**src/rtl/alu_req_arbiter.sv**
```systemverilog
`default_nettype none
// ============================================================================
// Module   : alu_req_arbiter
// Purpose  : Round-robin arbiter that lets two requesters share one external
//            combinational ALU. The winning command is registered onto the
//            ALU drive lines, and the result is captured into a single
//            response channel that is tagged with the requester ID.
// Revision : 1.0 - initial release
// ============================================================================
module alu_req_arbiter #(
   parameter int BUS   = 8,
   parameter int ERR_W = 4
) (
   input  logic             clk,
   input  logic             rst_n,
   // requester 0
   input  logic             r0_valid,
   output logic             r0_ready,
   input  logic [3:0]       r0_op,
   input  logic [BUS-1:0]   r0_a,
   input  logic [BUS-1:0]   r0_b,
   input  logic             r0_cin,
   // requester 1
   input  logic             r1_valid,
   output logic             r1_ready,
   input  logic [3:0]       r1_op,
   input  logic [BUS-1:0]   r1_a,
   input  logic [BUS-1:0]   r1_b,
   input  logic             r1_cin,
   // ALU side
   output logic [3:0]       alu_op,
   output logic [BUS-1:0]   alu_a,
   output logic [BUS-1:0]   alu_b,
   output logic             alu_cin,
   input  logic [BUS-1:0]   alu_y,
   input  logic [4:0]       alu_flags,
   // response channel
   output logic             rsp_valid,
   input  logic             rsp_ready,
   output logic             rsp_id,
   output logic [BUS-1:0]   rsp_y,
   output logic [4:0]       rsp_flags,
   output logic             busy,
   output logic [ERR_W-1:0] err_cnt
);

   typedef enum logic [1:0] {
      S_IDLE = 2'd0,
      S_EXEC = 2'd1,
      S_RESP = 2'd2
   } state_t;

   state_t           r_state;
   state_t           w_state_nxt;
   logic             r_rr_ptr;
   logic             w_grant;
   logic             w_any_valid;
   logic             w_r0_ready;
   logic             w_r1_ready;
   logic             w_hs;
   logic [3:0]       w_sel_op;
   logic [BUS-1:0]   w_sel_a;
   logic [BUS-1:0]   w_sel_b;
   logic             w_sel_cin;

   logic [3:0]       r_alu_op;
   logic [BUS-1:0]   r_alu_a;
   logic [BUS-1:0]   r_alu_b;
   logic             r_alu_cin;
   logic             r_rsp_valid;
   logic             r_rsp_id;
   logic [BUS-1:0]   r_rsp_y;
   logic [4:0]       r_rsp_flags;
   logic [ERR_W-1:0] r_err_cnt;

   // Winner: a lone valid requester wins outright; a tie is broken by rr_ptr.
   assign w_any_valid = r0_valid | r1_valid;
   assign w_grant     = (r0_valid & r1_valid) ? r_rr_ptr : r1_valid;
   assign w_hs        = w_r0_ready | w_r1_ready;

   assign w_sel_op    = w_grant ? r1_op  : r0_op;
   assign w_sel_a     = w_grant ? r1_a   : r0_a;
   assign w_sel_b     = w_grant ? r1_b   : r0_b;
   assign w_sel_cin   = w_grant ? r1_cin : r0_cin;

   // State register.
   always_ff @(posedge clk or negedge rst_n) begin
      if (!rst_n) r_state <= S_IDLE;
      else        r_state <= w_state_nxt;
   end

   // Next-state and ready generation; ready is forced low while reset is held.
   always_comb begin
      w_state_nxt = r_state;
      w_r0_ready  = 1'b0;
      w_r1_ready  = 1'b0;
      case (r_state)
         S_IDLE: begin
            if (w_any_valid && rst_n) begin
               w_r0_ready  = ~w_grant & r0_valid;
               w_r1_ready  =  w_grant & r1_valid;
               w_state_nxt = S_EXEC;
            end
         end
         S_EXEC:  w_state_nxt = S_RESP;
         S_RESP:  if (rsp_ready) w_state_nxt = S_IDLE;
         default: w_state_nxt = S_IDLE;
      endcase
   end

   // Command latch, round-robin pointer, result capture and error counting.
   always_ff @(posedge clk or negedge rst_n) begin
      if (!rst_n) begin
         r_rr_ptr    <= 1'b0;
         r_alu_op    <= '0;
         r_alu_a     <= '0;
         r_alu_b     <= '0;
         r_alu_cin   <= 1'b0;
         r_rsp_valid <= 1'b0;
         r_rsp_id    <= 1'b0;
         r_rsp_y     <= '0;
         r_rsp_flags <= '0;
         r_err_cnt   <= '0;
      end else begin
         if (w_hs) begin
            r_alu_op  <= w_sel_op;
            r_alu_a   <= w_sel_a;
            r_alu_b   <= w_sel_b;
            r_alu_cin <= w_sel_cin;
            r_rsp_id  <= w_grant;
            r_rr_ptr  <= ~w_grant;
         end
         if (r_state == S_EXEC) begin
            r_rsp_y     <= alu_y;
            r_rsp_flags <= alu_flags;
            r_rsp_valid <= 1'b1;
            if (alu_flags[4] && (r_err_cnt != {ERR_W{1'b1}}))
               r_err_cnt <= r_err_cnt + 1'b1;
         end
         if ((r_state == S_RESP) && r_rsp_valid && rsp_ready)
            r_rsp_valid <= 1'b0;
      end
   end

   assign r0_ready  = w_r0_ready;
   assign r1_ready  = w_r1_ready;
   assign alu_op    = r_alu_op;
   assign alu_a     = r_alu_a;
   assign alu_b     = r_alu_b;
   assign alu_cin   = r_alu_cin;
   assign rsp_valid = r_rsp_valid;
   assign rsp_id    = r_rsp_id;
   assign rsp_y     = r_rsp_y;
   assign rsp_flags = r_rsp_flags;
   assign err_cnt   = r_err_cnt;
   assign busy      = (r_state != S_IDLE);

endmodule
`default_nettype wire

```
**config.mk**
```make
export PLATFORM = sky130hd
export DESIGN_NAME = alu_req_arbiter
export DESIGN_NICKNAME = d
export VERILOG_FILES = /design/src/rtl/alu_req_arbiter.sv
export SDC_FILE = /design/constraint.sdc
export NUM_CORES = 1
export LEC_CHECK = 0
export BUFFER_PORTS_ARGS = -buffer_cell sky130_fd_sc_hd__clkbuf_2
export CELL_PAD_IN_SITES_DETAIL_PLACEMENT = 0
export CELL_PAD_IN_SITES_GLOBAL_PLACEMENT = 1
export CORE_MARGIN = 4
export CORE_UTILIZATION = 30
export CTS_BUF_LIST = sky130_fd_sc_hd__clkbuf_8 sky130_fd_sc_hd__clkbuf_16
export DETAILED_ROUTE_END_ITERATION = 16
export HOLD_SLACK_MARGIN = 0.15
export PLACE_DENSITY = 0.79
export SETUP_SLACK_MARGIN = 0.4
export SYNTH_ARGS = -nofsm -noshare
export SYNTH_HDL_FRONTEND = slang
export SYNTH_SLANG_ARGS = --single-unit
```
**constraint.sdc**
```tcl
create_clock -name clk -period 2.08 [get_ports clk]
set_clock_uncertainty 0.2 [all_clocks]
set_input_delay 0.312 -clock clk [delete_from_list [all_inputs] [get_ports clk]]
set_output_delay 0.312 -clock clk [all_outputs]
set_load 0.02 [all_outputs]
```
# After elaboration in Yosys (flattened, before gate mapping)
# Index checks and enable logic that the tools add are counted.
[classes]
add_sub_neg = 1
eq_ne = 5
n_mux = 14
n_bitwise = 6
reduce_logical = 9
[op_table]
columns = ["cell", "n"]
rows = [
  ["2-to-1 mux 8 bit", 2],
  ["2-to-1 mux 1 bit", 8],
  ["case mux 2 bit (3 select lines)", 1],
  ["adder 4 x 1 -> 4 bit (second input constant)", 1],
  ["logical AND 1 bit", 4],
  ["2-to-1 mux 2 bit", 2],
  ["2-to-1 mux 4 bit", 1],
  ["inequality test 2 bit (second input constant)", 2],
  ["inequality test 4 bit (second input constant)", 1],
  ["AND reduction 2 bit", 2],
  ["nonzero test 2 bit", 2],
  ["bitwise AND 1 bit", 3],
  ["== test 2 x 1 -> 1 bit (second input constant)", 1],
  ["== test 2 bit (second input constant)", 1],
  ["zero test 2 bit", 1],
  ["OR 1 bit", 2],
  ["inverter 1 bit", 1],
]
[totals]
regBits = 43
input_bits = 60
out_inout_bits = 43

# Longest topological paths before layout
[logic_depth]
ltp_word = 7
depth_mapped = 5
mapped_depth_nobuf = 4

# Least setup slack after synthesis
# No wires, ideal clock.
[synth_path]
path_kind = "register to output"
startpoint = "reg r_state[0]"
endpoint = "out r1_ready"
t_arrival_ns = 1.129
path_slack_ns = 0.439
stages_incl_launch_ff = 5
path_buffers = 1
cell_sequence = "dfrtp_1 > nor3b_4 > nand3_2 > buf_2 > inv_1"
[synth_via]
elab_chain_cells = 2
[synth_rtl]
columns = ["element", "line", "text"]
rows = [
  ["start: declaration", "53", "state_t r_state;"],
  ["start signal: assignment", "89", "else r_state <= w_state_nxt;"],
  ["zero test 2 bit", "97", "case (r_state)"],
  ["2-to-1 mux 1 bit", "97", ""],
  ["end: declaration", "25", "output logic r1_ready,"],
]
# No other way between the ends.

# Worst setup path after layout
[layout_path]
startpoint = "reg r_state[0]"
endpoint = "out busy"
[layout_via]
elab_chain_cells = 1
[layout_rtl]
columns = ["element", "line", "text"]
rows = [
  ["nonzero test 2 bit", "156", "assign busy = (r_state != S_IDLE);"],
  ["end: declaration", "43", "output logic busy,"],
]
# No other way between the ends.

==> results.py <==
metrics = {
    "finish": {
        "final_layout_size_suffix_gt1_share_pct": 53.92,
        "nNetsFinal": 366,
        "layout_common_cells": "clkbuf_2, dfrtp_1, dlygate4sd3_1",
        "syn2layout_area_growth_pct": 73.28,
        "n_antenna_cell": 0,
        "utilization_pct": 54.62,
        "final_common_cell": "clkbuf_2",
        "fill_cells": 524,
    },
    "sta": {
        "tns_ps": 0,
        "worst_pin_slew_ps": 380.7,
        "period_share_pct": 89.44,
        "hold_violations": 0,
        "fmax_mhz": 537.5,
        "slew_violations": 0,
        "fin_crit_ps": 1860,
        "rsz0062_at_grt": "yes",
        "setup_violations": 0,
        "maxSlewHeadroom_pct": 74.53,
    },
    "floorplanning": {
        "core-area_sq_um": 6061,
        "die_h_microns": 87.81,
        "start_util_pct": 31.52,
        "die_area_sq_um": 7710,
        "io_pins": 103,
        "core.rowCount": 28,
        "fp.dieW_microns": 87.81,
    },
    "worst_setup_path": {
        "start_kind": "flop",
        "critical_path.startpoint": "r_state[0]",
        "slowest_delay_ps": 460,
        "r2r_start": "r_state[0]",
        "path_delay_family": "flip-flops",
        "critPathBufInv": 2,
        "worst_path_max_delay_cell": "dfrtp_2",
        "required_ps": 1570,
        "reg2reg_slack_ps": 250,
        "crit_arrival_ps": 1350,
        "worstPathCellList": "buf_4 -> or2_2 -> clkbuf_2",
        "path_max_fanout": 4,
        "crit_path_end_kind": "output pin",
        "path_class": "flop to output pin",
    },
    "global_route": {
        "grt-ovfl-total": 0,
        "grt_pass1_wl_microns": 9646,
        "gr-usage-met2_pct": 26.16,
        "use_met3_pct": 3.481,
        "top_usage_layer": "met2",
        "first_global_vias": 1929,
        "grt_max_degree": 29,
        "grt_util_met1_pct": 21.86,
        "antenna_found_initial": 0,
        "grt_use_total_pct": 16.19,
    },
    "job": {
        "max_cap_violations": 0,
    },
    "route": {
        "dr_total_vias": 1864,
        "drt_first_pass_iters": 4,
        "antenna_left": 0,
        "drt_wl_total_microns": 6095,
        "drc": 0,
        "avgRoutedWirePerCell_microns": 16.00,
        "drt_iter0_drc": 35,
        "avgViaCountPerCell": 4.892,
    },
    "clocking": {
        "h-tree-depth": 2,
        "cts_tree": "built",
        "clockBufferDepth": 2,
        "path_clk_slew_ps": 80,
        "numCtsBuffers": 5,
        "insertion_delay_ps": 290,
        "cts_root_buffer": "clkbuf_8",
        "cts.sinks": 43,
    },
    "placement": {
        "place_hpwl_microns": 3659,
        "gp_congestion": 0.7473,
        "io_buffers": 102,
    },
    "logic_synthesis": {
        "postSynthCellCount": 140,
        "syn_avg_cell_area_sq_um": 13.65,
        "syn_nets": 201,
        "ys_types": 29,
        "synth_area_sq_um": 1911,
        "synth-seq-cells": 43,
        "synth_area_leaders": "dfrtp_1, o221a_1, mux2_2",
        "yosys_warnings": 0,
        "synth_area_leader_cell": "dfrtp_1",
        "synth_top_area_share_pct": 56.32,
        "ys_seq_area_share_pct": 56.32,
    },
    "power_and_ir_drop": {
        "intPower_mw": 2.407,
        "p_sw_share_pct": 39.58,
        "pwr-share-clk_pct": 12.6,
        "p_leak_nw": 1.536,
        "ir_worst_vdd_mv": 0.6101,
        "cellPowerDensity_nw_per_um2": 1203,
        "seq_power_share_pct": 37.7,
        "p_sw_mw": 1.576,
        "pwr-share-comb_pct": 49.8,
    },
    "outcome": {
        "status": "complete, no violations",
    },
    "hold_path": {
        "hp-class": "primary input to flop",
        "holdCritStartpoint": "rsp_ready",
    },
}
-- logic make-up (layout without fill, tap and decap cells) --
group | after synthesis | count (layout) | share of synthesized area, %
xor gates and xnor gates | 1 | 1 | 0.4585
AOI/OAI and AO/OA | 30 | 30 | 15.46
buffers and inverters | 12 | 177 | 4.257
DFF | 43 | 43 | 56.32
adders and majority gates | 1 | 1 | 0.6548
and+or+nand+nor | 39 | 40 | 14.41
muxes | 14 | 14 | 8.448
-- through the flow --
step	power, mW	area, sq um	hold WS [ps]	cells	setup slack, ps
floorplan	2.535	1911	-183.6	140	438.9
global placement	3.118	2506	90.13	314	326.8
detailed placement	3.161	2506	106.9	314	287.8
CTS	3.941	3242	153.0	379	220.9
global route	4.239	3311	167.6	381	177.4
finish	3.983	3311	160.0	381	219.6
-- worst reg2reg max path: cells and delay by family (launching register included) --
family          cells  cell delay (ps)
compound gates      2              320
buf+inv             5              560
flops               1              460
simple gates        1              240
-- repair_timing --
| item | CTS | global route |
|---|---|---|
| pin swaps | 15 | 11 |
| resized for setup | 16 | 9 |
| hold buffers | 38 | 0 |
| setup endpoints to repair | 25 | 31 |
| hold endpoints to repair | 79 | 0 |
| buffers inserted | 14 | 1 |
| cloned | 5 | 1 |
-- path summary, 6_finish.rpt --
check	cells after the start	end
min reg2reg	1	rsp_y[6]
max	3	busy
max in group asynchronous	3	r_state[1]
min in group asynchronous	3	r_rr_ptr
min	4	rsp_valid
max reg2reg	8	alu_a[1]
-- state kept, by name, indices dropped and copies added (netlist names) --
name / count
alu_a: 8
alu_b: 8
rsp_y: 8
rsp_flags: 5
alu_op: 4
err_cnt: 4
r_state: 2
alu_cin: 1
r_rr_ptr: 1
rsp_id: 1
rsp_valid: 1
-- cell usage after synthesis --
cell / n
nor3b_1: 1
and3_1: 1
nand2_1: 3
and2_1: 1
mux2_2: 13
xnor2_1: 1
nor3b_4: 1
o21a_1: 1
o221a_2: 2
ha_1: 1
or3_1: 21
buf_4: 3
inv_1: 2
a21oi_1: 3
nand4bb_4: 1
a31oi_1: 3
buf_2: 2
mux2_4: 1
nand2b_1: 1
nor2b_1: 3
a41oi_1: 2
nand3_2: 2
or2_2: 2
buf_6: 3
o221a_1: 19
dfrtp_1: 43
clkbuf_1: 2
nor2_1: 1
nand3_1: 1
-- power by group through the flow --
stage                     clock network [mW]  registers, mW  logic [mW]
after detailed placement                   0           1.50        1.66
final                                  0.501           1.50        1.98
after global routing                   0.555           1.55        2.13
after global placement                     0           1.49        1.62
after floorplan                            0           1.93       0.602
after CTS                              0.515           1.49        1.94
-- layer usage --
metal / wire length, microns / vias to the layer above
li1: - / 869
met4: 84 / 0
met2: 2930 / 67
met3: 368 / 10
met1: 2712 / 918
met5: 0 / -
-- final cells by class --
class                      count  area, sq um  share of cell area (%)
sequential                    43         1079                   32.58
clock inverter                 3        12.51                  0.3779
multi-input combinational     86        822.0                   24.83
inverter                       2        7.507                  0.2268
tap                           75        93.84                   2.834
timing repair buffer         167         1227                   37.07
clock buffer                   5        68.82                   2.079
Note: power is estimated with default switching activity, not from simulation.
